<file path="src/rtl/mprf_pkg.sv">
// Shared types and helpers for the multi-PE register file.
`define MPRF_FIELD(bus, idx, w) bus[(idx)*(w) +: (w)]

package mprf_pkg;

   typedef enum logic {
      ST_CLEAR = 1'b0,
      ST_READY = 1'b1
   } mprf_state_e;

   // Ceiling log2, minimum 1 so a 2-entry file still gets a 1-bit address.
   function automatic int unsigned mprf_clog2(input int unsigned n);
      int unsigned r;
      int unsigned v;
      r = 0;
      v = 1;
      while (v < n) begin
         v = v << 1;
         r = r + 1;
      end
      if (r == 0) r = 1;
      return r;
   endfunction

endpackage

</file>
<file path="src/rtl/mprf_write_arbiter.sv">
// Same-address write arbitration: lowest-index PE wins, the rest are dropped.
module mprf_write_arbiter
   import mprf_pkg::*;
#(
   parameter int unsigned NUM_PE   = 2,
   parameter int unsigned DEPTH    = 32,
   parameter int unsigned ZERO_REG = 1,
   parameter int unsigned AW       = mprf_clog2(DEPTH)
) (
   input  logic                 ready,
   input  logic [NUM_PE-1:0]    we,
   input  logic [NUM_PE*AW-1:0] waddr,
   output logic [NUM_PE-1:0]    winner_c,
   output logic [NUM_PE-1:0]    dropped_c
);

   logic [NUM_PE-1:0] valid_c;

   // Qualify each write, then let only the lowest valid PE per address through.
   always_comb begin
      valid_c   = '0;
      winner_c  = '0;
      dropped_c = '0;
      for (int i = 0; i < NUM_PE; i++) begin
         valid_c[i] = ready && we[i]
                      && (32'(`MPRF_FIELD(waddr, i, AW)) < DEPTH)
                      && !((ZERO_REG != 0) && (`MPRF_FIELD(waddr, i, AW) == '0));
      end
      winner_c = valid_c;
      for (int i = 1; i < NUM_PE; i++) begin
         for (int j = 0; j < i; j++) begin
            if (valid_c[j] && (`MPRF_FIELD(waddr, j, AW) == `MPRF_FIELD(waddr, i, AW)))
               winner_c[i] = 1'b0;
         end
      end
      dropped_c = valid_c & ~winner_c;
   end

endmodule

</file>
<file path="src/rtl/multi_pe_register_file.sv">
// Register file shared by NUM_PE processing elements, with a clear sweeper.
module multi_pe_register_file
   import mprf_pkg::*;
#(
   parameter int unsigned NUM_PE   = 2,
   parameter int unsigned DATA_W   = 32,
   parameter int unsigned DEPTH    = 32,
   parameter int unsigned ZERO_REG = 1,
   parameter int unsigned BYPASS   = 0,
   parameter int unsigned AW       = mprf_clog2(DEPTH)
) (
   input  logic                     clk,
   input  logic                     rst,
   input  logic [NUM_PE-1:0]        we,
   input  logic [NUM_PE*AW-1:0]     waddr,
   input  logic [NUM_PE*DATA_W-1:0] wdata,
   input  logic [NUM_PE*AW-1:0]     raddr1,
   input  logic [NUM_PE*AW-1:0]     raddr2,
   output logic [NUM_PE*DATA_W-1:0] rdata1,
   output logic [NUM_PE*DATA_W-1:0] rdata2,
   input  logic                     clear_req,
   output logic                     busy,
   output logic [NUM_PE-1:0]        conflict
);

   localparam logic [AW-1:0] LAST_IDX = AW'(DEPTH - 1);

   mprf_state_e       state;
   logic [AW-1:0]     clr_ptr;
   logic [DATA_W-1:0] regs [DEPTH];
   logic              ready_c;
   logic [NUM_PE-1:0] winner_c;
   logic [NUM_PE-1:0] dropped_c;

   assign ready_c = (state == ST_READY);

   mprf_write_arbiter #(
      .NUM_PE   (NUM_PE),
      .DEPTH    (DEPTH),
      .ZERO_REG (ZERO_REG),
      .AW       (AW)
   ) u_arb (
      .ready     (ready_c),
      .we        (we),
      .waddr     (waddr),
      .winner_c  (winner_c),
      .dropped_c (dropped_c)
   );

   // Clear sequencer, busy flag and conflict report.
   always_ff @(posedge clk or posedge rst) begin
      if (rst) begin
         state    <= ST_CLEAR;
         clr_ptr  <= '0;
         busy     <= 1'b1;
         conflict <= '0;
      end else begin
         conflict <= dropped_c;
         case (state)
            ST_CLEAR: begin
               if (clr_ptr == LAST_IDX) begin
                  state   <= ST_READY;
                  busy    <= 1'b0;
                  clr_ptr <= '0;
               end else begin
                  clr_ptr <= clr_ptr + AW'(1);
               end
            end
            ST_READY: begin
               if (clear_req) begin
                  state   <= ST_CLEAR;
                  busy    <= 1'b1;
                  clr_ptr <= '0;
               end
            end
            default: begin
               state <= ST_CLEAR;
               busy  <= 1'b1;
            end
         endcase
      end
   end

   // Storage: sweep writes while clearing, arbitrated PE writes when ready.
   always_ff @(posedge clk) begin
      if (state == ST_CLEAR)
         regs[clr_ptr] <= '0;
      for (int p = 0; p < NUM_PE; p++) begin
         if (winner_c[p])
            regs[`MPRF_FIELD(waddr, p, AW)] <= `MPRF_FIELD(wdata, p, DATA_W);
      end
   end

   // One read port: bounds, hardwired zero, optional bypass, else stored value.
   function automatic logic [DATA_W-1:0] read_port(input logic [AW-1:0] addr);
      logic [DATA_W-1:0] val;
      val = '0;
      if (ready_c && (32'(addr) < DEPTH) && !((ZERO_REG != 0) && (addr == '0))) begin
         val = regs[addr];
         if (BYPASS != 0) begin
            for (int p = 0; p < NUM_PE; p++) begin
               if (winner_c[p] && (`MPRF_FIELD(waddr, p, AW) == addr))
                  val = `MPRF_FIELD(wdata, p, DATA_W);
            end
         end
      end
      return val;
   endfunction

   // Combinational read muxing for both ports of every PE.
   always_comb begin
      rdata1 = '0;
      rdata2 = '0;
      for (int p = 0; p < NUM_PE; p++) begin
         `MPRF_FIELD(rdata1, p, DATA_W) = read_port(`MPRF_FIELD(raddr1, p, AW));
         `MPRF_FIELD(rdata2, p, DATA_W) = read_port(`MPRF_FIELD(raddr2, p, AW));
      end
   end

endmodule
</file>
<file path="config.mk">
export PLATFORM = sky130hd
export DESIGN_NAME = multi_pe_register_file
export DESIGN_NICKNAME = d
export VERILOG_FILES = /design/src/rtl/mprf_pkg.sv /design/src/rtl/mprf_write_arbiter.sv /design/src/rtl/multi_pe_register_file.sv
export SDC_FILE = /design/constraint.sdc
export NUM_CORES = 2
export LEC_CHECK = 0
export CAP_MARGIN = 0
export CELL_PAD_IN_SITES_DETAIL_PLACEMENT = 0
export CELL_PAD_IN_SITES_GLOBAL_PLACEMENT = 1
export CORE_MARGIN = 5
export CORE_UTILIZATION = 55
export DETAILED_ROUTE_END_ITERATION = 6
export GPL_TIMING_DRIVEN = 1
export PLACE_DENSITY_LB_ADDON = 0.1
export SLEW_MARGIN = 20
export SYNTH_ARGS = -nofsm -noshare
export SYNTH_HDL_FRONTEND = slang
export SYNTH_SLANG_ARGS = --single-unit
</file>
<file path="constraint.sdc">
create_clock -name clk -period 6.9 [get_ports clk]
set_input_delay 0.69 -clock clk [delete_from_list [all_inputs] [get_ports clk]]
set_output_delay 0.69 -clock clk [all_outputs]
set_load 0.01 [all_outputs]
</file>
# After elaboration in Yosys (flattened, before gate mapping)
# Memory sizes are Yosys's and may differ from the RTL's.
# Cells that the tools add are included.
# Widths: inputs -> output; s select.
totals:
  reg_bits: 9
  ramBits: 1024
  out_inout_bits: 131
  elab_cells: 58
  n_memories: 1
op_classes:
  addsub: 1
  n_eq_ne: 4
  mux: 22
  n_bitwise: 3
  n_reduce_logical: 23
mem_list:
  columns: ["memory", "words", "width", "rd", "rd_ports_with_merged_regs", "write_ports", "line", "rtl"]
  rows:
  - ["regs", 32, 32, 4, 0, 2, "multi_pe_register_file.sv:30", "logic [DATA_W-1:0] regs [DEPTH];"]
op_table:
  columns: ["op", "n"]
  rows:
  - ["$mux 32", 5]
  - ["$reduce_or 32->1", 1]
  - ["$logic_not 5->1", 6]
  - ["$mux 5", 3]
  - ["$mux 1", 11]
  - ["$pmux 5 s2", 1]
  - ["$logic_and 1x1->1", 9]
  - ["$logic_not 1->1", 6]
  - ["$add 5x1->5 const B", 1]
  - ["$eq 5x5->1", 1]
  - ["$eq 5x5->1 const B", 1]
  - ["$ne 2x2->1 const B", 2]
  - ["$pmux 1 s2", 2]
  - ["$and 2x2->2", 1]
  - ["$not 2->2", 1]
  - ["$reduce_and 2->1", 1]
  - ["$not 1->1", 1]

# Longest topological paths before layout
logic_depth:
  word_depth: 7
  mapped_depth: 10

# Hierarchy
# From an unflattened synthesis, not the netlist that was laid out.
unflattened:
  hier_cells: 6110
  hier_area_um2: 76352.0
by_module_without_submodules:
  columns: ["module", "n_inst", "cells_each", "area_each_um2", "seq_area_each_um2"]
  rows:
  - ["multi_pe_register_file", 1, 6093, 76219.4, 30976.0]
  - ["mprf_write_arbiter", 1, 17, 132.6, 0.0]

# Least setup slack after synthesis
# Ideal clock, no wire load.
synth_path:
  path_kind: "input port to flip-flop"
  from: "in waddr[3]"
  to: "mem regs[16][0] (enable)"
  arrival_time_ps: 4135
  required_time_ps: 6434
  setup_slack_ps: 2300
  cell_stages: 8
  path_buffers: 3
  cell_sequence: "buf_4 -> nor3_4 -> a21oi_1 -> buf_4 -> buf_6 -> nor4b_1 -> a21oi_1 -> o21ai_0"
synth_rtl:
  columns: ["element", "line", "rtl"]
  rows:
  - ["start, declared", "multi_pe_register_file.sv:15", "input logic [NUM_PE*AW-1:0] waddr,"]
  - ["end, declared", "multi_pe_register_file.sv:30", null]

# Worst setup path after layout
layout_path:
  from: "reg state, in the netlist ready_c"
  to: "out rdata2[51]"
layout_via:
  elab_chain_cells: 2
layout_rtl:
  columns: ["element", "line", "rtl"]
  rows:
  - ["start, declared", "multi_pe_register_file.sv:28", "mprf_state_e state;"]
  - ["start signal, assigned", "multi_pe_register_file.sv:53", "state <= ST_CLEAR;"]
  - ["start signal, assigned", "multi_pe_register_file.sv:62", "state <= ST_READY;"]
  - ["start signal, assigned", "multi_pe_register_file.sv:71", "state <= ST_CLEAR;"]
  - ["$logic_and 1x1->1", "multi_pe_register_file.sv:98", "if (ready_c && (32'(addr) < DEPTH) && !((ZERO_REG != 0) && (addr == '0))) begin"]
  - ["$mux 32", "multi_pe_register_file.sv:98", null]
  - ["end, declared", "multi_pe_register_file.sv:20", "output logic [NUM_PE*DATA_W-1:0] rdata2,"]
# No other way between the ends.

==> flow_summary.toml <==
[floorplan]
io_pins = 230
core-area_um2 = 143100
die_h_um = 388.7
rows = 139
initial_utilization_pct = 55.10
die_w_um = 388.7
die_area_um2 = 151100

[clocking]
cts.sinks = 1032
clockRootBuffer = "clkbuf_16"
clk_path_buf_depth = 3
htreeDepth = 3
clk_pin_slew_ns = 0.06
insertion_delay_ns = 0.79
cts_tree = "done"
post_cts_buffers = 0
cts_resized = 0
ctsHoldBuffers = 0
cts_made_buffers = 120

[sta]
final-setup-viol-count = 0
timing.fmax_mhz = 156.5
clock_skew_ns = 0.02865
worst_slew_pin_slew_ns = 1.267
hold_viol = 0
finalWorstSetupSlack_ns = 0.5090
slew_headroom_pct = 15.56
rsz0062_at_grt = "no"
period_share_pct = 92.62
fin_setup_tns_ns = 0
drv_slew = 0
min_period_ns = 6.391

[synth]
syn_nets = 6152
yosys.area.top_type_share_pct = 38.99
synth_flop_cell = "edfxtp_1"
syn_avg_cell_area_um2 = 13.03
ys_ff_latch = 1032
syn_area_um2 = 78870
synthDistinctLibCells = 60
netlist_instances = 6051
yosysWarnings = 0
synthTopCellsByArea = "edfxtp_1 (39%), mux4_2 (14%), mux2i_1 (12%)"
async_reset_ff_share_pct = 0.7752
synth_enable_flop_cells = 1024
yosys.area.top_type = "edfxtp_1"
yosysSeqAreaShare_pct = 39.25

[worst_hold_path]
hold_class = "primary input to asynchronous set/reset pin"

[placed_design]
postPlaceCellArea_um2 = 82110
io_buffers = 228
hpwl_um = 223000
place_congestion = 0.9689
dpl.cell_count = 7640
post-place-ws_ns = 1.655

[power_and_ir_drop]
p_per_area_nw_per_um2 = 251.3
ir_worst_vdd_uv = 225.7
p_leak_nw = 32.14
power_mw = 21.61

[run]
cap_viol_max_count = 0

[worst_setup_path]
cp-start-kind = "register"
arrival_ns = 5.70
path_class = "register to primary output"
cp.required_ns = 6.21
cpMaxStageDelayCell = "dfrtp_1"
critical_path.cell_chain = "buf_4 -> nor3b_1 -> o31ai_1 -> nor2_4 -> buf_4 -> a22oi_1 -> nand4_1 -> clkdlybuf4s50_1"
crit_fanout = 27
cpPeakStageDelay_ns = 0.95
endpoint_kind = "primary output"
critPathMostFrequentCell = "buf_4"

[cells_and_area]
nNetsFinal = 5960
nFillCells = 11300
drive_above_1_share_pct = 32.56
area_growth_pct = 8.992
final_cell_count_no_fill = 7886
mostFrequentLayoutCells = "edfxtp_1 (1,024), mux2i_1 (937), mux2_2 (636)"
layout_commonest_cell = "edfxtp_1"
final_area_um2 = 85960

[detailed_routing]
detail_route.iter0.violations = 11950
drt_wl_total_um = 367700
drc = 0
dr_total_vias = 64210
wl_per_cell_um = 46.62
drtAntennaViolNets = 0
routed_via_density = 8.143
firstDrtPassIters = 7

[grt]
overflow = 0
grt_max_degree = 134
grt_usage_pct = 47.04
antenna_found_initial = 27
grt_pass1_vias = 60370
grt_first_pass_wirelength_um = 495800

[run_status]
status = "completed"
## where the power goes
group / internal (mW) / switching, mW / leakage [nW]
clock: 3.66 / 2.85 / 1.87
combinational: 2.59 / 3.99 / 20.6
sequential: 7.91 / 0.604 / 9.64
total: 14.2 / 7.45 / 32.1
## cell usage after synthesis, types with 4 or more instances
cell         n
a21oi_1    167
buf_12      29
inv_1       40
nand3b_2     7
edfxtp_1  1024
nor2b_1    178
nor2_1      58
xor2_1       4
nand2_2     10
and2_1       6
nor3b_1      4
dfrtp_1      7
buf_4       55
a22oi_1    607
nand2_8      9
buf_1       30
nand4_1    130
and3_1       6
mux4_2     506
o21ai_0    130
mux2i_1    937
clkbuf_1   368
nand3_1    260
nand2_1    151
mux2_4     261
nor3_1       4
mux2_2     636
buf_6       46
a211oi_1   102
buf_2      228
## through the flow
step | utilization, % | hold slack, ns
finish | 60.05 | 0.2054
global placement | 57.29 | 0.4614
global route | 60.02 | 0.2487
CTS | 60.04 | 0.1956
detailed placement | 57.36 | 0.4792
floorplan | - | 0.4787
## critical path, delay by kind of cell (launching register included)
| kind | cells | cell delay, ns |
|---|---|---|
| simple gates | 3 | 1.64 |
| compound gates | 2 | 0.56 |
| buf+inv | 3 | 1.73 |
| flops | 1 | 0.95 |
## per-layer routing
| metal | GRT usage (%) | wire length [um] | up-vias |
|---|---|---|---|
| met5 | 0.4147 | 105 | - |
| met1 | 58.49 | 123300 | 32040 |
| met3 | 20.02 | 60830 | 1749 |
| met4 | 33.86 | 32800 | 14 |
| met2 | 65.51 | 150600 | 6361 |
| li1 | - | - | 24050 |
## cells by family after synthesis
group / Yosys count / share of synthesized area [%]
mux: 2340 / 40.39
flops: 1032 / 39.25
compound gates: 1029 / 8.880
simple gates: 846 / 5.934
buf+inv: 796 / 5.448
xor+xnor: 5 / 0.06505
fa+ha+maj: 2 / 0.03172
other cells: 1 / 0.004755
## path summary, 6_finish.rpt
check                      startpoint  slack (ns)  cells after the start          end
max                           ready_c        0.51                      8   rdata2[51]
min                               rst        0.21                      2  conflict[1]
max reg2reg                   ready_c        1.78                      8  regs[18][7]
min reg2reg                      busy        0.49                      2         busy
max in group asynchronous         rst        6.38                      2         busy
min in group clk                 busy        0.49                      2         busy
## state kept, by name, summed over array words and instances, names as in the netlist
register / count
busy: 1
clr_ptr: 5
conflict: 1
ready_c: 1
regs: 1024
## cell type report
cell class	instances	area, um2	area share [%]
clock buffers	148	3193	3.715
repair buffers	442	4050	4.712
inverters	40	150.1	0.1747
clock inverters	73	633.1	0.7365
multi-input cells	4223	44540	51.81
well taps	1903	2381	2.770
flip-flops and latches	1032	30950	36.01
diodes	25	62.56	0.07278
No activity file was read; power rests on OpenSTA's default activity.
